--- config.mk ---
export PLATFORM = sky130hd
export DESIGN_NAME = weight_loader
export DESIGN_NICKNAME = d
export VERILOG_FILES = /design/src/rtl/weight_loader.sv
export SDC_FILE = /design/constraint.sdc
export NUM_CORES = 1
export LEC_CHECK = 0
export CORE_ASPECT_RATIO = 1.25
export CORE_MARGIN = 4
export CORE_UTILIZATION = 52
export CTS_BUF_LIST = sky130_fd_sc_hd__clkbuf_4
export DETAILED_ROUTE_END_ITERATION = 12
export PLACE_DENSITY = 0.86
export SLEW_MARGIN = 20
export SYNTH_ARGS = -nofsm -noshare
export SYNTH_HDL_FRONTEND = slang
export SYNTH_SLANG_ARGS = --single-unit
--- constraint.sdc ---
create_clock -name clk -period 1.9 [get_ports clk]
set_input_delay 0.19 -clock clk [delete_from_list [all_inputs] [get_ports clk]]
set_output_delay 0.19 -clock clk [all_outputs]
set_load 0.005 [all_outputs]
--- src/rtl/weight_loader.sv ---
// Loads one ROWS x COLS weight tile from a valid/ready stream, shifts it down the
// PE columns bottom row first, then issues staggered per-row switch pulses on go.
module weight_loader #(
    parameter int ROWS       = 2,
    parameter int COLS       = 2,
    parameter int DATA_WIDTH = 16
) (
    input  logic                       clk,
    input  logic                       rst,
    input  logic                       in_valid,
    output logic                       in_ready,
    input  logic [COLS*DATA_WIDTH-1:0] in_data,
    input  logic                       sw_go,
    output logic [COLS*DATA_WIDTH-1:0] col_weight_out,
    output logic [COLS-1:0]            col_accept_out,
    output logic [ROWS-1:0]            row_switch_out,
    output logic                       busy,
    output logic                       tile_done
);

    localparam int CW = (ROWS > 1) ? $clog2(ROWS) : 1;
    localparam int BW = COLS * DATA_WIDTH;
    localparam logic [CW-1:0] LAST = CW'(ROWS - 1);

    typedef enum logic [1:0] {
        S_IDLE,
        S_LOAD,
        S_ARMED,
        S_SWITCH
    } state_t;

    state_t          r_state;
    logic [CW-1:0]   r_cnt;
    logic [CW-1:0]   r_k;
    logic [BW-1:0]   r_buf [ROWS];

    logic            r_in_ready;
    logic [BW-1:0]   r_weight;
    logic [COLS-1:0] r_accept;
    logic [ROWS-1:0] r_switch;
    logic            r_busy;
    logic            r_done;

    state_t          w_state_nxt;
    logic [CW-1:0]   w_cnt_nxt;
    logic [CW-1:0]   w_k_nxt;
    logic [BW-1:0]   w_buf_nxt [ROWS];
    logic            w_ready_nxt;
    logic [BW-1:0]   w_weight_nxt;
    logic [COLS-1:0] w_accept_nxt;
    logic [ROWS-1:0] w_switch_nxt;
    logic            w_busy_nxt;
    logic            w_done_nxt;

    // Outputs are registered from the next-state view, so the first LOAD cycle
    // can forward the final beat through the buffer on the same edge it is written.
    always_comb begin
        w_state_nxt = r_state;
        w_cnt_nxt   = r_cnt;
        w_k_nxt     = r_k;
        w_buf_nxt   = r_buf;

        unique case (r_state)
            S_IDLE: begin
                if (in_valid && r_in_ready) begin
                    w_buf_nxt[r_cnt] = in_data;
                    if (r_cnt == LAST) begin
                        w_state_nxt = S_LOAD;
                        w_cnt_nxt   = '0;
                        w_k_nxt     = '0;
                    end else begin
                        w_cnt_nxt = r_cnt + 1'b1;
                    end
                end
            end
            S_LOAD: begin
                if (r_k == LAST) begin
                    w_state_nxt = S_ARMED;
                    w_k_nxt     = '0;
                end else begin
                    w_k_nxt = r_k + 1'b1;
                end
            end
            S_ARMED: begin
                if (sw_go) begin
                    w_state_nxt = S_SWITCH;
                    w_k_nxt     = '0;
                end
            end
            S_SWITCH: begin
                if (r_k == LAST) begin
                    w_state_nxt = S_IDLE;
                    w_k_nxt     = '0;
                end else begin
                    w_k_nxt = r_k + 1'b1;
                end
            end
            default: w_state_nxt = S_IDLE;
        endcase

        w_ready_nxt  = (w_state_nxt == S_IDLE);
        w_accept_nxt = '0;
        w_weight_nxt = '0;
        w_switch_nxt = '0;
        w_done_nxt   = 1'b0;
        if (w_state_nxt == S_LOAD) begin
            w_accept_nxt = '1;
            w_weight_nxt = w_buf_nxt[LAST - w_k_nxt];
        end
        if (w_state_nxt == S_SWITCH) begin
            w_switch_nxt = ROWS'(1) << w_k_nxt;
            w_done_nxt   = (w_k_nxt == LAST);
        end
        w_busy_nxt = (w_state_nxt != S_IDLE) || (w_cnt_nxt != '0);
    end

    always_ff @(posedge clk) begin
        if (rst) begin
            r_state    <= S_IDLE;
            r_cnt      <= '0;
            r_k        <= '0;
            r_in_ready <= 1'b0;
            r_weight   <= '0;
            r_accept   <= '0;
            r_switch   <= '0;
            r_busy     <= 1'b0;
            r_done     <= 1'b0;
            for (int unsigned i = 0; i < ROWS; i++) begin
                r_buf[i] <= '0;
            end
        end else begin
            r_state    <= w_state_nxt;
            r_cnt      <= w_cnt_nxt;
            r_k        <= w_k_nxt;
            r_buf      <= w_buf_nxt;
            r_in_ready <= w_ready_nxt;
            r_weight   <= w_weight_nxt;
            r_accept   <= w_accept_nxt;
            r_switch   <= w_switch_nxt;
            r_busy     <= w_busy_nxt;
            r_done     <= w_done_nxt;
        end
    end

    assign in_ready       = r_in_ready;
    assign col_weight_out = r_weight;
    assign col_accept_out = r_accept;
    assign row_switch_out = r_switch;
    assign busy           = r_busy;
    assign tile_done      = r_done;

endmodule

# Yosys cells after proc, flatten, opt, wreduce, memory -nomap -nowiden
# Cells that the tools add are included.
op_classes:
  addsub: 3
  n_lt_le_gt_ge: 3
  n_eq_ne: 5
  shifts: 1
  muxes: 23
  n_bitwise: 4
  reduce_logical: 9
op_table:
  columns: ["op", "count"]
  rows:
  - ["$mux 32", 4]
  - ["$mux 64", 2]
  - ["$bwmux 64", 1]
  - ["$demux 32 s1", 1]
  - ["$mux 2", 6]
  - ["$pmux 2 s4", 1]
  - ["$mux 1", 7]
  - ["$eq 2x2->1 const B", 3]
  - ["$reduce_or 2->1", 3]
  - ["$eq 2x1->1 const B", 2]
  - ["$ge 2x2->1 const B", 2]
  - ["$logic_not 2->1", 2]
  - ["$not 1->2", 2]
  - ["$pmux 1 s3", 1]
  - ["$add 1x1->1 const B", 2]
  - ["$logic_and 1x1->1", 2]
  - ["$lt 2x1->1 const B", 1]
  - ["$not 1->1", 2]
  - ["$reduce_bool 2->1", 1]
  - ["$shl 1x1->2 const A", 1]
  - ["$logic_or 1x1->1", 1]
  - ["$sub 1x1->1 const A", 1]
totals:
  reg_bits: 107
  in_bits: 36
  elab_cells: 59

# Longest topological paths before layout
# Gate-level depths: netlist (run 1).
logic_depth:
  word_depth: 11
  ltp_mapped: 6
  ltp_nobuf: 3

# Worst setup path before layout (run 1)
# OpenSTA, ideal clock, no wires.
synth_timing:
  path_kind: "reg-to-reg"
  startpoint: "reg r_state[1]"
  endpoint: "reg r_buf[47] in the netlist's numbering"
  setup_ns: 0.132
  t_arrival_ns: 1.088
  t_required_ns: 1.768
  path_slack_ns: 0.679
  stages_incl_launch_ff: 7
  synth_period_minus_slack_ns: 1.221
  path_cell_list: "dfxtp_1 > buf_6 > nand4bb_4 > buf_6 > buf_4 > o21ai_1 > a21oi_1"
synth_via:
  elab_chain_cells: 2
synth_lines:
  columns: ["item", "line", "rtl"]
  rows:
  - ["from (decl)", "32", "state_t r_state;"]
  - ["from (signal assigned)", "132", "r_state <= w_state_nxt;"]
  - ["$logic_not 2->1", "63", "unique case (r_state)"]
  - ["$mux 64", "63", null]
  - ["to (signal assigned)", "135", "r_buf <= w_buf_nxt;"]
  - ["to (decl)", "35", "logic [BW-1:0] r_buf [ROWS];"]
# No other way between the ends.
# A chain may end at the register's enable or synchronous reset.

# Worst setup path after layout (run 1)
layout_timing:
  startpoint: "reg r_in_ready, in the netlist in_ready"
  endpoint: "out in_ready"
layout_rtl:
  columns: ["item", "line", "rtl"]
  rows:
  - ["from (decl)", "37", "logic r_in_ready;"]
  - ["from (signal assigned)", "136", "r_in_ready <= w_ready_nxt;"]
  - ["to (decl)", "11", "output logic in_ready,"]
# No word-level cell between the ends.

==> results of run 1 <==
==> flip-flops by register name, indices dropped and copies added (netlist names) <==
signal and count:
col_weight_out 32, row_switch_out 2, col_accept_out 1, r_cnt 1
r_buf 32, busy 1, in_ready 1, r_state 2
r_k 1
==> Yosys cell counts <==
master	instances
buf_8	2
a211o_1	1
inv_2	1
buf_6	7
nand2_1	5
buf_12	2
o21ai_0	1
o21ai_1	32
buf_4	6
and3b_1	1
a21oi_1	34
nor3_2	1
clkbuf_1	9
and4bb_4	1
dfxtp_1	73
nor3_4	1
a221oi_2	1
nor2_1	3
or2_1	2
nor3b_1	1
nand4bb_4	1
nand3b_1	1
xor2_1	1
nand2b_2	1
nand3_1	33
buf_2	11
buf_1	2
a31oi_1	1
a22o_1	32
==> power breakdown <==
part	internal (mW)	switching, mW
logic	0.155	0.159
registers	1.58	0.0289
clock network	0.388	0.515
total	2.13	0.703
==> through the flow <==
stage | util | cell area (um2) | setup WS (ns) | total power [mW]
6_report | 0.6833 | 3471 | 0.3096 | 2.830
5_1_grt | 0.6833 | 3471 | 0.2530 | 2.959
4_1_cts | 0.6833 | 3471 | 0.2866 | 2.855
3_5_place_dp | 0.6579 | 3342 | 0.2367 | 1.959
3_3_place_gp | 0.6579 | 3342 | 0.2813 | 1.947
2_1_floorplan | - | 2720 | 0.6794 | 1.844
==> kinds of logic after synthesis <==
logic type,after synthesis,synth area share
AOI/OAI and AO/OA,102,0.2373
DFF,73,0.5373
buffers and inverters,40,0.1081
xor gates and xnor gates,1,0.003220
and+or+nand+nor,51,0.1141
==> per-layer routing <==
layer,vias to the layer above,global-route usage,share of wire
met2,110,0.3161,0.51
li1,1061,-,-
met5,-,0,0
met4,0,0.1191,0.028
met3,17,0.04318,0.066
met1,1049,0.2221,0.39
==> worst max path at each step <==
stage,startpoint,to
CTS,in_ready$_SDFF_PP0_,in_ready
global placement,in_valid,col_weight_out[10]$_SDFF_PP0_
floorplan,r_state[1]$_SDFF_PP0_,r_buf[47]$_SDFF_PP0_
global route,in_ready$_SDFF_PP0_,in_ready
detailed placement,in_valid,r_buf[46]$_SDFF_PP0_
finish,in_ready$_SDFF_PP0_,in_ready
==> layout make-up <==
cell class	instances	share of cell area
flip-flops and latches	73	0.4211
multi-input cells	154	0.2797
repair buffers	83	0.2386
well taps	62	0.02235
clock buffers	9	0.01947
clock inverters	7	0.01766
inverters	1	0.001081
==> worst reg2reg max path: stages (launching register included) <==
cell and delay (ns):
dfxtp_1 0.55, nand4bb_4 0.29, buf_4 0.33, o21ai_1 0.12, a21oi_1 0.16
==> flow_summary_export.csv, run 1 <==
group,metric,value,unit
run_status,status,"finished, final reports clean",
worst_setup_path,cp.required,1.71,ns
logic_synthesis,synth_area_leaders,"dfxtp_1, a22o_1, a21oi_1, nand3_1, o21ai_1",
worst_setup_path,crit_chain,"clkdlybuf4s50_1",
timing,layout_min_cycle_time,1.590,ns
worst_setup_path,end_kind,"output port",
worst_hold_path,hold_start,"rst",
clocking,clkSlewWorstSetupHoldPaths,0.11,ns
drt,wirelength,6049,um
final_layout,layout_common_cells,"dfxtp_1, clkdlybuf4s50_1, a21oi_1",
clocking,cts_tree,"built",
drt,drc,0,
final_layout,drive_gt1_frac,0.09480,
place,dpl.hpwl,4013,um
worst_hold_path,min_path_cells,2,
clocking,insertion_delay,0.41,ns
job,max-cap-violations,0,
timing,finalCritPeriodShare,0.8371,
place,dp.cells,373,
grt,grt_pass1_vias,2092,
drt,dr.pass1.iters,4,
die,dieArea,6459,um2
place,io_buffers,74,
drt,dr_total_vias,2237,
timing,fmax,0.6288,GHz
grt,grt_max_degree,34,
worst_setup_path,slowest_stage,"clkdlybuf4s50_1",
drt,viasPerCell,5.751,
clocking,cts_inserted_buffers,9,
clocking,h-tree-depth,3,
logic_synthesis,synthCells,267,
die,die_w,72.69,um
die,coreArea,5080,um2
timing,slew_headroom,0.7564,
worst_setup_path,r2r_slack,0.38,ns
die,core.rowCount,29,
logic_synthesis,synth_top_cell_area_share,0.5373,
worst_hold_path,hold_path.class,"input port to register",
die,initial_utilization,0.5355,
clocking,cts_resized,0,
grt,antenna_found_initial,0,
logic_synthesis,ys_ff_latch,73,
logic_synthesis,post-synth-top-area-cell,"dfxtp_1",
final_layout,fin_cells,389,
worst_setup_path,r2r-start,"r_state[1]$_SDFF_PP0_",
worst_setup_path,start_kind,"register",
timing,hold_viol_final,0,
final_layout,nets,358,
die,ioPinCount,75,
grt,grt.total_usage,0.1908,
final_layout,fill_cells,405,
grt,grt_pass1_wl,9522,um
final_layout,multi_input_area,970.9,um2
clocking,post_cts_buffers,0,
clocking,root_buffer,"clkbuf_4",
timing,finalClockSkew,0.007381,ns
worst_hold_path,hold-path-endpoint,"r_state[1]$_SDFF_PP0_",
clocking,clk_path_buf_depth,2,
worst_setup_path,path_class,"register to output port",
place,place.gp.congestion,0.7800,
power,power_leakage,1.239,nW
worst_setup_path,worstSetupPathDepth,1,
worst_setup_path,timing.critical_path.fanout_max,4,
timing,timing.hold.ws,0.1577,ns
power,ir_drop,0.4619,mV
worst_setup_path,regToRegEndpoint,"r_buf[35]$_SDFF_PP0_",
worst_setup_path,worst-path-buf-inv,1,
timing,final-max-slew-violation-count,0,
drt,drt_iter0_markers,276,
drt,ant_nets,0,
logic_synthesis,synth_area_per_cell,10.19,um2
worst_setup_path,r2r_cells,4,
timing,timing.setup.tns,0,ns
timing,setup_violations,0,
clocking,postCtsHoldBufs,0,
grt,overflow,0,
logic_synthesis,ys.warnings.count,0,
worst_setup_path,arrival,1.40,ns
drt,wl_per_cell,15.55,um
timing,rsz0062_at_grt,"no",
final_layout,diodes,0,
logic_synthesis,synthDistinctLibCells,29,
die,die_h,88.86,um
logic_synthesis,ys_seq_area_frac,0.5373,
worst_setup_path,slowest_delay,0.54,ns
timing,worstMarginPinSlew,0.3654,ns
final_layout,syn_to_final_growth,27.60,%
logic_synthesis,syn_nets,303,
power,powerDensity,815.4,nW/um2
final_layout,ff_latch_area,1461,um2
logic_synthesis,netlist_area,2720,um2
worst_setup_path,path_delay_family,"buffers and inverters",
clocking,clkSinkCount,73,
Power figures use the tool's default switching activity.
==> run 2: changes to the inputs <==
Settings changed: CORE_UTILIZATION 52 to 48, PLACE_DENSITY 0.86 to 0.8.
Clock period 1.9 ns to 1.63 ns, I/O delays scaled along.
==> run 2 against run 1 <==
Critical path type unchanged. Wire length is 2.2% lower. Flip-flop and latch count stayed put. Critical endpoint unchanged. Hold slack better by 0.10 ns.
==> flow_summary_export.csv, run 2 (synthesized netlist as in run 1, its figures left out) <==
group,metric,value,unit
grt,grt.total_usage,0.1804,
place,dp.cells,380,
place,io_buffers,74,
clocking,clk_path_buf_depth,2,
worst_setup_path,crit_start,"in_ready$_SDFF_PP0_",
power,power_frac_seq,0.586,
grt,grt_pass1_wl,9653,um
worst_setup_path,timing.critical_path.fanout_max,4,
timing,slew_headroom,0.7769,
clocking,cts_inserted_buffers,9,
job,max-cap-violations,0,
place,place.gp.congestion,0.7328,
worst_hold_path,hold_start,"rst",
clocking,root_buffer,"clkbuf_4",
timing,layout_min_cycle_time,1.522,ns
timing,timing.setup.tns,0,ns
grt,overflow,0,
final_layout,ff_latch_area,1461,um2
worst_setup_path,slowest_delay,0.55,ns
grt,antenna_found_initial,0,
drt,viasPerCell,5.523,
power,power_leakage,1.259,nW
drt,dr.pass1.iters,5,
final_layout,fill_cells,467,
run_status,status,"finished, final reports clean",
die,ioPinCount,75,
timing,fmax,0.6570,GHz
drt,wirelength,5914,um
place,dpl.hpwl,4043,um
power,combPwrFrac,0.116,
timing,rsz0062_at_grt,"no",
drt,drt_iter0_markers,186,
worst_setup_path,r2r-start,"r_state[0]$_SDFF_PP0_",
worst_setup_path,slowest_stage,"clkdlybuf4s50_1",
timing,finalCritPeriodShare,0.9338,
die,core.rowCount,30,
worst_setup_path,crit_chain,"clkdlybuf4s50_1",
worst_setup_path,worst-path-buf-inv,1,
die,die_h,92.17,um
die,dieArea,6943,um2
power,ir_drop,0.4756,mV
clocking,post_cts_buffers,0,
worst_setup_path,path_delay_family,"buffers and inverters",
grt,grt_max_degree,34,
worst_setup_path,arrival,1.36,ns
timing,hold_viol_final,0,
timing,setup_violations,0,
clocking,clkSlewWorstSetupHoldPaths,0.11,ns
clocking,cts_resized,0,
worst_hold_path,hold_path.class,"input port to register",
power,powerDensity,915.9,nW/um2
final_layout,drive_gt1_frac,0.1114,
worst_setup_path,start_kind,"register",
final_layout,layout_common_cells,"dfxtp_1, clkdlybuf4s50_1, a21oi_1",
clocking,postCtsHoldBufs,0,
clocking,insertion_delay,0.39,ns
worst_setup_path,path_class,"register to output port",
timing,final-max-slew-violation-count,0,
worst_setup_path,end_kind,"output port",
drt,drc,0,
die,coreArea,5480,um2
die,die_w,75.33,um
grt,grt_pass1_vias,2173,
power,power.share.switching,0.2463,
clocking,h-tree-depth,3,
final_layout,multi_input_area,970.9,um2
timing,finalClockSkew,0.01215,ns
die,initial_utilization,0.4963,
drt,ant_nets,0,
drt,wl_per_cell,14.93,um
clocking,cts_tree,"built",
power,p_int,2.414,mW
drt,dr_total_vias,2187,
final_layout,diodes,0,
worst_setup_path,cp.required,1.47,ns
power,p_sw,0.7889,mW
clocking,clkSinkCount,73,
final_layout,syn_to_final_growth,28.56,%
final_layout,fin_cells,396,
power,p_clk_frac,0.297,
timing,worstMarginPinSlew,0.3346,ns
final_layout,nets,363,
run 2: changes by cell type in the layout (fill, tap and decap cells not counted):
cell       previous run  this run
buf_4                 7        12
clkbuf_4              9        13
clkinv_2              3         1
bufinv_16             1         0
clkinv_1              2         1
run 2: per-layer routing:
layer,part of all wire,up-vias,global-route usage
met5,0,-,0
met4,0.027,0,0.09184
met3,0.062,16,0.05154
met2,0.51,67,0.3012
met1,0.40,1026,0.2022
li1,-,1078,-
run 2: metrics by stage:
| stage | area [um2] | util | worst slack, ns | hold slack (ns) | power (mW) |
|---|---|---|---|---|---|
| floorplan | 2720 | - | 0.4094 | 0.2956 | 2.149 |
| global placement | 3382 | 0.6171 | 0.1231 | 0.4424 | 2.282 |
| detailed placement | 3382 | 0.6171 | 0.08253 | 0.4509 | 2.293 |
| CTS | 3497 | 0.6381 | 0.05886 | 0.2294 | 3.242 |
| finish | 3497 | 0.6381 | 0.1079 | 0.2599 | 3.203 |
| global route | 3497 | 0.6381 | 0.009738 | 0.2379 | 3.360 |
run 2: layout make-up:
| cell class | count | area share |
|---|---|---|
| clock buffers | 13 | 0.02791 |
| clock inverters | 3 | 0.005009 |
| inverters | 1 | 0.001073 |
| multi-input cells | 154 | 0.2776 |
| flip-flops and latches | 73 | 0.4179 |
| well taps | 64 | 0.02290 |
| repair buffers | 88 | 0.2476 |
run 2: path summary, 6_finish.rpt:
kind | slack, ns | end | cells past startpoint
max reg2reg | 0.26 | col_weight_out[31]$_SDFF_PP0_ | 4
max | 0.11 | in_ready | 1
min reg2reg | 0.47 | col_weight_out[11]$_SDFF_PP0_ | 1
min | 0.26 | r_buf[48]$_SDFF_PP0_ | 3
run 2: power by group through the flow:
stage	clock [mW]	sequential, mW	combinational [mW]
after floorplan	0	1.91	0.236
after global placement	0	1.92	0.366
after detailed placement	0	1.92	0.373
after CTS	0.989	1.88	0.375
after global routing	1.07	1.89	0.405
final	0.953	1.88	0.372
